===== config.mk =====
export PLATFORM = sky130hd
export DESIGN_NAME = tdp_ram_pipelined
export DESIGN_NICKNAME = d
export VERILOG_FILES = /design/src/rtl/tdp_ram_pipelined.sv
export SDC_FILE = /design/constraint.sdc
export NUM_CORES = 1
export LEC_CHECK = 0
export ABC_CLOCK_PERIOD_IN_PS = 3600
export CAP_MARGIN = 25
export CORE_MARGIN = 2
export CORE_UTILIZATION = 30
export DETAILED_ROUTE_END_ITERATION = 10
export PLACE_DENSITY = 0.48
export SLEW_MARGIN = 5
export SYNTH_ARGS = -nofsm -noshare
export SYNTH_HDL_FRONTEND = slang
export SYNTH_SLANG_ARGS = --single-unit
export TNS_END_PERCENT = 30

===== constraint.sdc =====
create_clock -name i_clk -period 3.6 [get_ports i_clk]
set_input_delay 0.9 -clock i_clk [delete_from_list [all_inputs] [get_ports i_clk]]
set_output_delay 0.9 -clock i_clk [all_outputs]
set_load 0.03 [all_outputs]

===== src/rtl/tdp_ram_pipelined.sv =====
`default_nettype none
// ============================================================================
// Module      : tdp_ram_pipelined
// Description : Single-clock true dual-port RAM with byte-lane writes,
//               1..4 cycle read pipeline, selectable write-port output mode,
//               same-address collision resolution with flag and counter,
//               and a post-reset engine that clears the array.
// Revision    : 1.0 - initial release
// ============================================================================
module tdp_ram_pipelined #(
    parameter int                    ADDR_WIDTH   = 4,
    parameter int                    DATA_WIDTH   = 8,
    parameter int                    BYTE_WIDTH   = 8,
    parameter int                    READ_LATENCY = 1,
    parameter int                    WRITE_MODE   = 0,
    parameter int                    PRIORITY     = 0,
    parameter logic [DATA_WIDTH-1:0] INIT_VALUE   = '0
) (
    input  logic                             i_clk,
    input  logic                             i_rst_n,
    input  logic                             i_ena,
    input  logic [DATA_WIDTH/BYTE_WIDTH-1:0] i_wea,
    input  logic [ADDR_WIDTH-1:0]            i_addra,
    input  logic [DATA_WIDTH-1:0]            i_dina,
    output logic [DATA_WIDTH-1:0]            o_douta,
    output logic                             o_valida,
    input  logic                             i_enb,
    input  logic [DATA_WIDTH/BYTE_WIDTH-1:0] i_web,
    input  logic [ADDR_WIDTH-1:0]            i_addrb,
    input  logic [DATA_WIDTH-1:0]            i_dinb,
    output logic [DATA_WIDTH-1:0]            o_doutb,
    output logic                             o_validb,
    output logic                             o_ready,
    output logic                             o_collision,
    output logic [15:0]                      o_coll_cnt
);

    localparam int DEPTH = 2**ADDR_WIDTH;
    localparam int NB    = DATA_WIDTH / BYTE_WIDTH;

    localparam logic [0:0] ST_INIT  = 1'b0;
    localparam logic [0:0] ST_READY = 1'b1;

    generate
        if (READ_LATENCY < 1 || READ_LATENCY > 4) begin : g_bad_latency
            $error("tdp_ram_pipelined: READ_LATENCY must be 1..4");
        end
        if ((DATA_WIDTH % BYTE_WIDTH) != 0) begin : g_bad_width
            $error("tdp_ram_pipelined: DATA_WIDTH must be a multiple of BYTE_WIDTH");
        end
    endgenerate

    logic [0:0]            state_q;
    logic [ADDR_WIDTH-1:0] init_addr_q;
    logic [DATA_WIDTH-1:0] mem_q [DEPTH];

    logic                  acc_a, acc_b, wr_a, wr_b, same_addr, coll_d;
    logic [DATA_WIDTH-1:0] old_a, old_b, merge_a, merge_b, resolved;
    logic [DATA_WIDTH-1:0] word_a, word_b;
    logic [1:0]            rvld_d;
    logic [DATA_WIDTH-1:0] rdat_d [2];

    // Stage 0..READ_LATENCY per port; the last stage drives the outputs.
    logic                  pvld_q [2][READ_LATENCY+1];
    logic [DATA_WIDTH-1:0] pdat_q [2][READ_LATENCY+1];

    logic                  coll_stage_q, coll_q;
    logic [15:0]           coll_cnt_q;

    assign acc_a     = (state_q == ST_READY) && i_ena;
    assign acc_b     = (state_q == ST_READY) && i_enb;
    assign wr_a      = acc_a && (|i_wea);
    assign wr_b      = acc_b && (|i_web);
    assign same_addr = acc_a && acc_b && (i_addra == i_addrb);
    assign coll_d    = same_addr && (wr_a || wr_b);
    assign old_a     = mem_q[i_addra];
    assign old_b     = mem_q[i_addrb];

    // Lane merge per port, plus the combined word when both ports hit one address.
    always_comb begin
        merge_a  = old_a;
        merge_b  = old_b;
        resolved = old_a;
        for (int k = 0; k < NB; k++) begin
            if (i_wea[k]) merge_a[k*BYTE_WIDTH +: BYTE_WIDTH] = i_dina[k*BYTE_WIDTH +: BYTE_WIDTH];
            if (i_web[k]) merge_b[k*BYTE_WIDTH +: BYTE_WIDTH] = i_dinb[k*BYTE_WIDTH +: BYTE_WIDTH];
            if (wr_a && i_wea[k] && wr_b && i_web[k]) begin
                resolved[k*BYTE_WIDTH +: BYTE_WIDTH] = (PRIORITY != 0) ?
                    i_dinb[k*BYTE_WIDTH +: BYTE_WIDTH] : i_dina[k*BYTE_WIDTH +: BYTE_WIDTH];
            end else if (wr_a && i_wea[k]) begin
                resolved[k*BYTE_WIDTH +: BYTE_WIDTH] = i_dina[k*BYTE_WIDTH +: BYTE_WIDTH];
            end else if (wr_b && i_web[k]) begin
                resolved[k*BYTE_WIDTH +: BYTE_WIDTH] = i_dinb[k*BYTE_WIDTH +: BYTE_WIDTH];
            end
        end
        word_a = same_addr ? resolved : merge_a;
        word_b = same_addr ? resolved : merge_b;
    end

    // Pipeline entry: a reader (or mode-0 writer) sees the pre-edge word, a mode-1 writer the stored word.
    always_comb begin
        rvld_d    = 2'b00;
        rdat_d[0] = old_a;
        rdat_d[1] = old_b;
        if (acc_a) begin
            rvld_d[0] = !(wr_a && (WRITE_MODE == 2));
            if (wr_a && (WRITE_MODE == 1)) rdat_d[0] = word_a;
        end
        if (acc_b) begin
            rvld_d[1] = !(wr_b && (WRITE_MODE == 2));
            if (wr_b && (WRITE_MODE == 1)) rdat_d[1] = word_b;
        end
    end

    // Init/ready state machine: sweep every address once after reset release.
    always_ff @(posedge i_clk) begin
        if (!i_rst_n) begin
            state_q     <= ST_INIT;
            init_addr_q <= '0;
        end else if (state_q == ST_INIT) begin
            init_addr_q <= init_addr_q + 1'b1;
            if (init_addr_q == {ADDR_WIDTH{1'b1}}) state_q <= ST_READY;
        end
    end

    // Array writes; one write suffices when both ports target the same word.
    always_ff @(posedge i_clk) begin
        if (i_rst_n) begin
            if (state_q == ST_INIT) begin
                mem_q[init_addr_q] <= INIT_VALUE;
            end else begin
                if (wr_a) mem_q[i_addra] <= word_a;
                if (wr_b && !(same_addr && wr_a)) mem_q[i_addrb] <= word_b;
            end
        end
    end

    // Read pipelines; data registers only load on a valid so the output holds otherwise.
    always_ff @(posedge i_clk) begin
        if (!i_rst_n) begin
            for (int p = 0; p < 2; p++) begin
                for (int i = 0; i <= READ_LATENCY; i++) begin
                    pvld_q[p][i] <= 1'b0;
                    pdat_q[p][i] <= '0;
                end
            end
        end else begin
            for (int p = 0; p < 2; p++) begin
                pvld_q[p][0] <= rvld_d[p];
                if (rvld_d[p]) pdat_q[p][0] <= rdat_d[p];
                for (int i = 1; i <= READ_LATENCY; i++) begin
                    pvld_q[p][i] <= pvld_q[p][i-1];
                    if (pvld_q[p][i-1]) pdat_q[p][i] <= pdat_q[p][i-1];
                end
            end
        end
    end

    // Collision flag lags the accept by one edge; counter steps with the flag and saturates.
    always_ff @(posedge i_clk) begin
        if (!i_rst_n) begin
            coll_stage_q <= 1'b0;
            coll_q       <= 1'b0;
            coll_cnt_q   <= '0;
        end else begin
            coll_stage_q <= coll_d;
            coll_q       <= coll_stage_q;
            if (coll_stage_q && (coll_cnt_q != 16'hFFFF)) coll_cnt_q <= coll_cnt_q + 16'd1;
        end
    end

    assign o_douta     = pdat_q[0][READ_LATENCY];
    assign o_valida    = pvld_q[0][READ_LATENCY];
    assign o_doutb     = pdat_q[1][READ_LATENCY];
    assign o_validb    = pvld_q[1][READ_LATENCY];
    assign o_ready     = (state_q == ST_READY);
    assign o_collision = coll_q;
    assign o_coll_cnt  = coll_cnt_q;

endmodule
`default_nettype wire


======== Word level (Yosys, flattened, before mapping) ========
Memories as Yosys holds them, arrays and structs flattened.
Index checks and enable logic that the tools add are counted.
Widths: inputs -> output; s select.
word-level totals
  flip-flop bits (word level) ............. 23
  bits in latches ......................... 0
  bits in writable memories ............... 164
  memory bits (read-only) ................. 0
  input port bits ......................... 30
  output and inout port bits .............. 36
  logic and storage cells ................. 85
  memories ................................ 3
operators by class
  add/subtract/negate cells ............... 2
  multipliers ............................. 0
  divide/modulo/power cells ............... 0
  order comparisons ....................... 0
  equality and inequality tests ........... 3
  shift operators ......................... 0
  mux-type cells .......................... 47
  bitwise gates (word level) .............. 8
  reduce and logical (&&, ||, !) cells .... 17
memories
  memory  depth  width  read ports  clocked after memory_dff  write ports  RTL line  source
  mem_q   16     8      2           0                         2            55        logic [DATA_WIDTH-1:0] mem_q [DEPTH];
  pdat_q  2      16     2           0                         2            65        logic [DATA_WIDTH-1:0] pdat_q [2][READ_LATENCY+1];
  pvld_q  2      2      2           0                         2            64        logic pvld_q [2][READ_LATENCY+1];
operators by type and width
  kind                   number
  $mux 8                 12
  $mux 1                 34
  $add 16x1->16 const B  1
  $ne 16x16->1 const B   1
  $logic_and 1x1->1      14
  $or 1x1->1             8
  $reduce_or 8->1        1
  $add 4x1->4 const B    1
  $eq 4x4->1             1
  $eq 4x4->1 const B     1
  $mux 4                 1
  $logic_not 1->1        1
  $logic_or 1x1->1       1

======== Depth between registers and ports, before layout ========
  depth in word-level cells ............... 10
  depth in mapped cells ................... 11
  depth with buffers taken out ............ 8

======== Least setup slack after synthesis ========
No wires, ideal clock.
  path kind ............................... in2reg
  start ................................... input i_ena
  end ..................................... memory mem_q[13][0], enable pin
  library setup time ...................... 0.384 ns
  data arrival time ....................... 2.809 ns
  data required time ...................... 3.216 ns
  slack ................................... 0.407 ns
  stages on the path ...................... 8
  buffers on the path ..................... 1
  cell sequence ........................... and2_1 > nand2_1 > clkinv_1 > and2_1 > clkbuf_1 > nor3b_1 > a31oi_1 > o21ai_0
RTL lines
  item                RTL line  source
  start: declaration  21        input logic i_ena,
  end: declaration    55

==> out/qor.yml <==
floorplan:
  pin_count: 66
  die_area_sq_um: 37500
  dieHeight_um: 194
  die_w_um: 194
  start_util_pct: 30.4
  rows: 69
  floorplan.core_area_sq_um: 35500
synth:
  synthArstFlopShare_pct: 0
  ys_seq_area_share_pct: 49.5
  synth_edf_count: 160
  yosys-top-cells-area: "edfxtp_1, mux4_2, mux2i_1"
  yosysTopAreaCellShare_pct: 44.5
  syn_nets: 1026
  yosys_warnings: 0
  synth_flop_cell: "edfxtp_1"
  syn_inst: 994
  yosysUniqueCellTypes: 53
  yosys.area.top_type: "edfxtp_1"
  yosysMostFrequentCell: "edfxtp_1"
  syn_area_per_cell_sq_um: 10.9
  synth-seq-cells: 187
  synth_common_cells: "edfxtp_1, nand2_1, o21ai_0"
  synth_area_sq_um: 10800
final_layout:
  nFillCells: 3482
  multi_input_area_sq_um: 4880
  nNetsFinal: 1102
  diodes: 0
  fin_cells: 1544
  design_area_sq_um: 12900
  regArea_sq_um: 5350
  drive_above_1_share_pct: 17.6
  syn2layout_area_growth_pct: 19.4
sta:
  worst_slack_ps: 273
  setup_viol: 0
  fin_worst_skew_ps: 18.5
  max_freq_ghz: 0.301
  timing.final.hold_violations: 0
  worstMarginPinSlew_ps: 1050
  fin_crit_ps: 3330
  hold_slack_ps: 506
  rsz0062_at_grt: "no"
  timing.final.crit_share_pct: 92.4
  slew_headroom_pct: 29.6
  maxSlewViolCount: 0
pwr:
  finalPower_mw: 4.88
  power_density_nw_per_um2: 379
  clkPwrFrac_pct: 40.5
  p_switching_mw: 1.31
  combPwrFrac_pct: 10.8
  ir_drop_v: 0.000247
  internal-power_mw: 3.57
  total_leakage_power_nw: 4.52
  seqPwrFrac_pct: 48.7
  switching_share_pct: 26.8
setup_path:
  endpoint_kind: "flip-flop"
  cp.arrival_ps: 3490
  crit_type: "input pin to flip-flop"
  cp.required_ps: 3770
  start_kind: "input pin"
  cp_max_fo: 15
placed_design:
  dp_cells: 1511
  dpl_cell_area_sq_um: 12300
  io_buffers: 65
  gp_congestion: 0.894
  dpl_worst_slack_ps: -229
  hpwl_mm: 25.2
hold_path:
  worstHoldPathType: "flip-flop to flip-flop"
detailed_routing:
  wl_per_cell_um: 22.1
  wirelength_mm: 34.2
  drtIter0Drc: 734
  drc: 0
  viasPerCell: 5.34
  drt-pass1-iter-count: 5
  antenna_left: 0
  vias: 8251
global_routing:
  antenna_found_initial: 0
  grt_max_degree: 42
  grt_pass1_wl_mm: 51.1
  grt_usage_pct: 18.3
  grt_pass1_vias: 7865
  grt.overflow.total: 0
status:
  outcome: "complete, no violations"
clocking:
  cts_buffer_depth: 2
  cts_sinks: 187
  clock-root-buffer: "clkbuf_16"
  cts_hold_buffers: 0
  numCtsBuffers: 17
  clock_latency_ps: 450
  htreeDepth: 4
  cts_setup_buffers: 0
  cts_resized: 0
  clk_pin_slew_worst_paths_ps: 80
  tritoncts: "done"
flow_run:
  timing.max_cap.violations: 0
## registers in the layout, summed over array words and instances (netlist names)
signal / count
coll_stage_q: 1
init_addr_q: 4
mem_q: 128
o_coll_cnt: 16
o_collision: 1
o_ready: 1
pdat_q: 32
pvld_q: 4
## cells in the final DEF (no fill, tap or decap), types with 26 or more instances in the layout
cell / Yosys / final
mux4_2: 36 / 36
clkdlybuf4s50_1: 0 / 62
mux2i_1: 79 / 79
nor2_1: 37 / 37
dfxtp_1: 27 / 27
buf_4: 20 / 91
o21ai_0: 111 / 111
edfxtp_1: 160 / 160
a22oi_1: 58 / 58
nand3_1: 26 / 26
nand2_1: 133 / 133
## cells by family after synthesis
| group | synth area share, % |
|---|---|
| AND/OR/NAND/NOR | 13.5 |
| adder cells (fa/ha/maj) | 0.232 |
| XOR/XNOR | 1.38 |
| flip-flops | 49.5 |
| buffers and inverters | 5.26 |
| AO/OA/AOI/OAI | 14.3 |
| multiplexers | 15.8 |
## worst paths after layout
path,startpoint,end,slack (ps),depth (start not counted)
min reg2reg,pvld_q[0][1],pvld_q[0][0],510,1
max reg2reg,o_ready,mem_q[11][0],590,8
max,i_addra[3],mem_q[6][2],270,7
min,pvld_q[0][1],pvld_q[0][0],510,1
## cell type report
class	instances	area share, %
flip-flops and latches	187	41.5
multi-input cells	694	37.9
repair buffers	162	11.3
well taps	461	4.48
clock buffers	17	3.30
clock inverters	15	1.36
inverters	8	0.233
## routing by layer
metal	vias up	track usage [%]	wire length (um)
li1	3893	-	-
met3	42	2.90	2430
met2	333	29.4	16000
met1	3983	25.3	15100
met4	0	5.68	670
met5	-	0	0
## critical path, cell delays in order
cell and delay [ps]:
clkdlybuf4s50_1 580, xor2_1 270, nor3_4 240, nand2_1 100
or3_1 580, o21ai_2 600, o21ai_0 200
## stage by stage
stage / TNS, ps / util, %
finish: 0 / 36.3
global route: 0 / 36.3
CTS: 0 / 36.3
detailed placement: -15790 / 34.6
global placement: -9830 / 34.6
floorplan: 0 / -
## power groups by stage
| stage | Combinational (mW) | Clock, mW | Sequential [mW] |
|---|---|---|---|
| final | 0.528 | 1.97 | 2.38 |
| after global routing | 0.564 | 2.10 | 2.38 |
| after CTS | 0.525 | 2.02 | 2.38 |
| after detailed placement | 0.523 | 0 | 2.43 |
| after global placement | 0.523 | 0 | 2.42 |
| after floorplan | 0.325 | 0 | 2.42 |
Power figures use the tool's default switching activity.
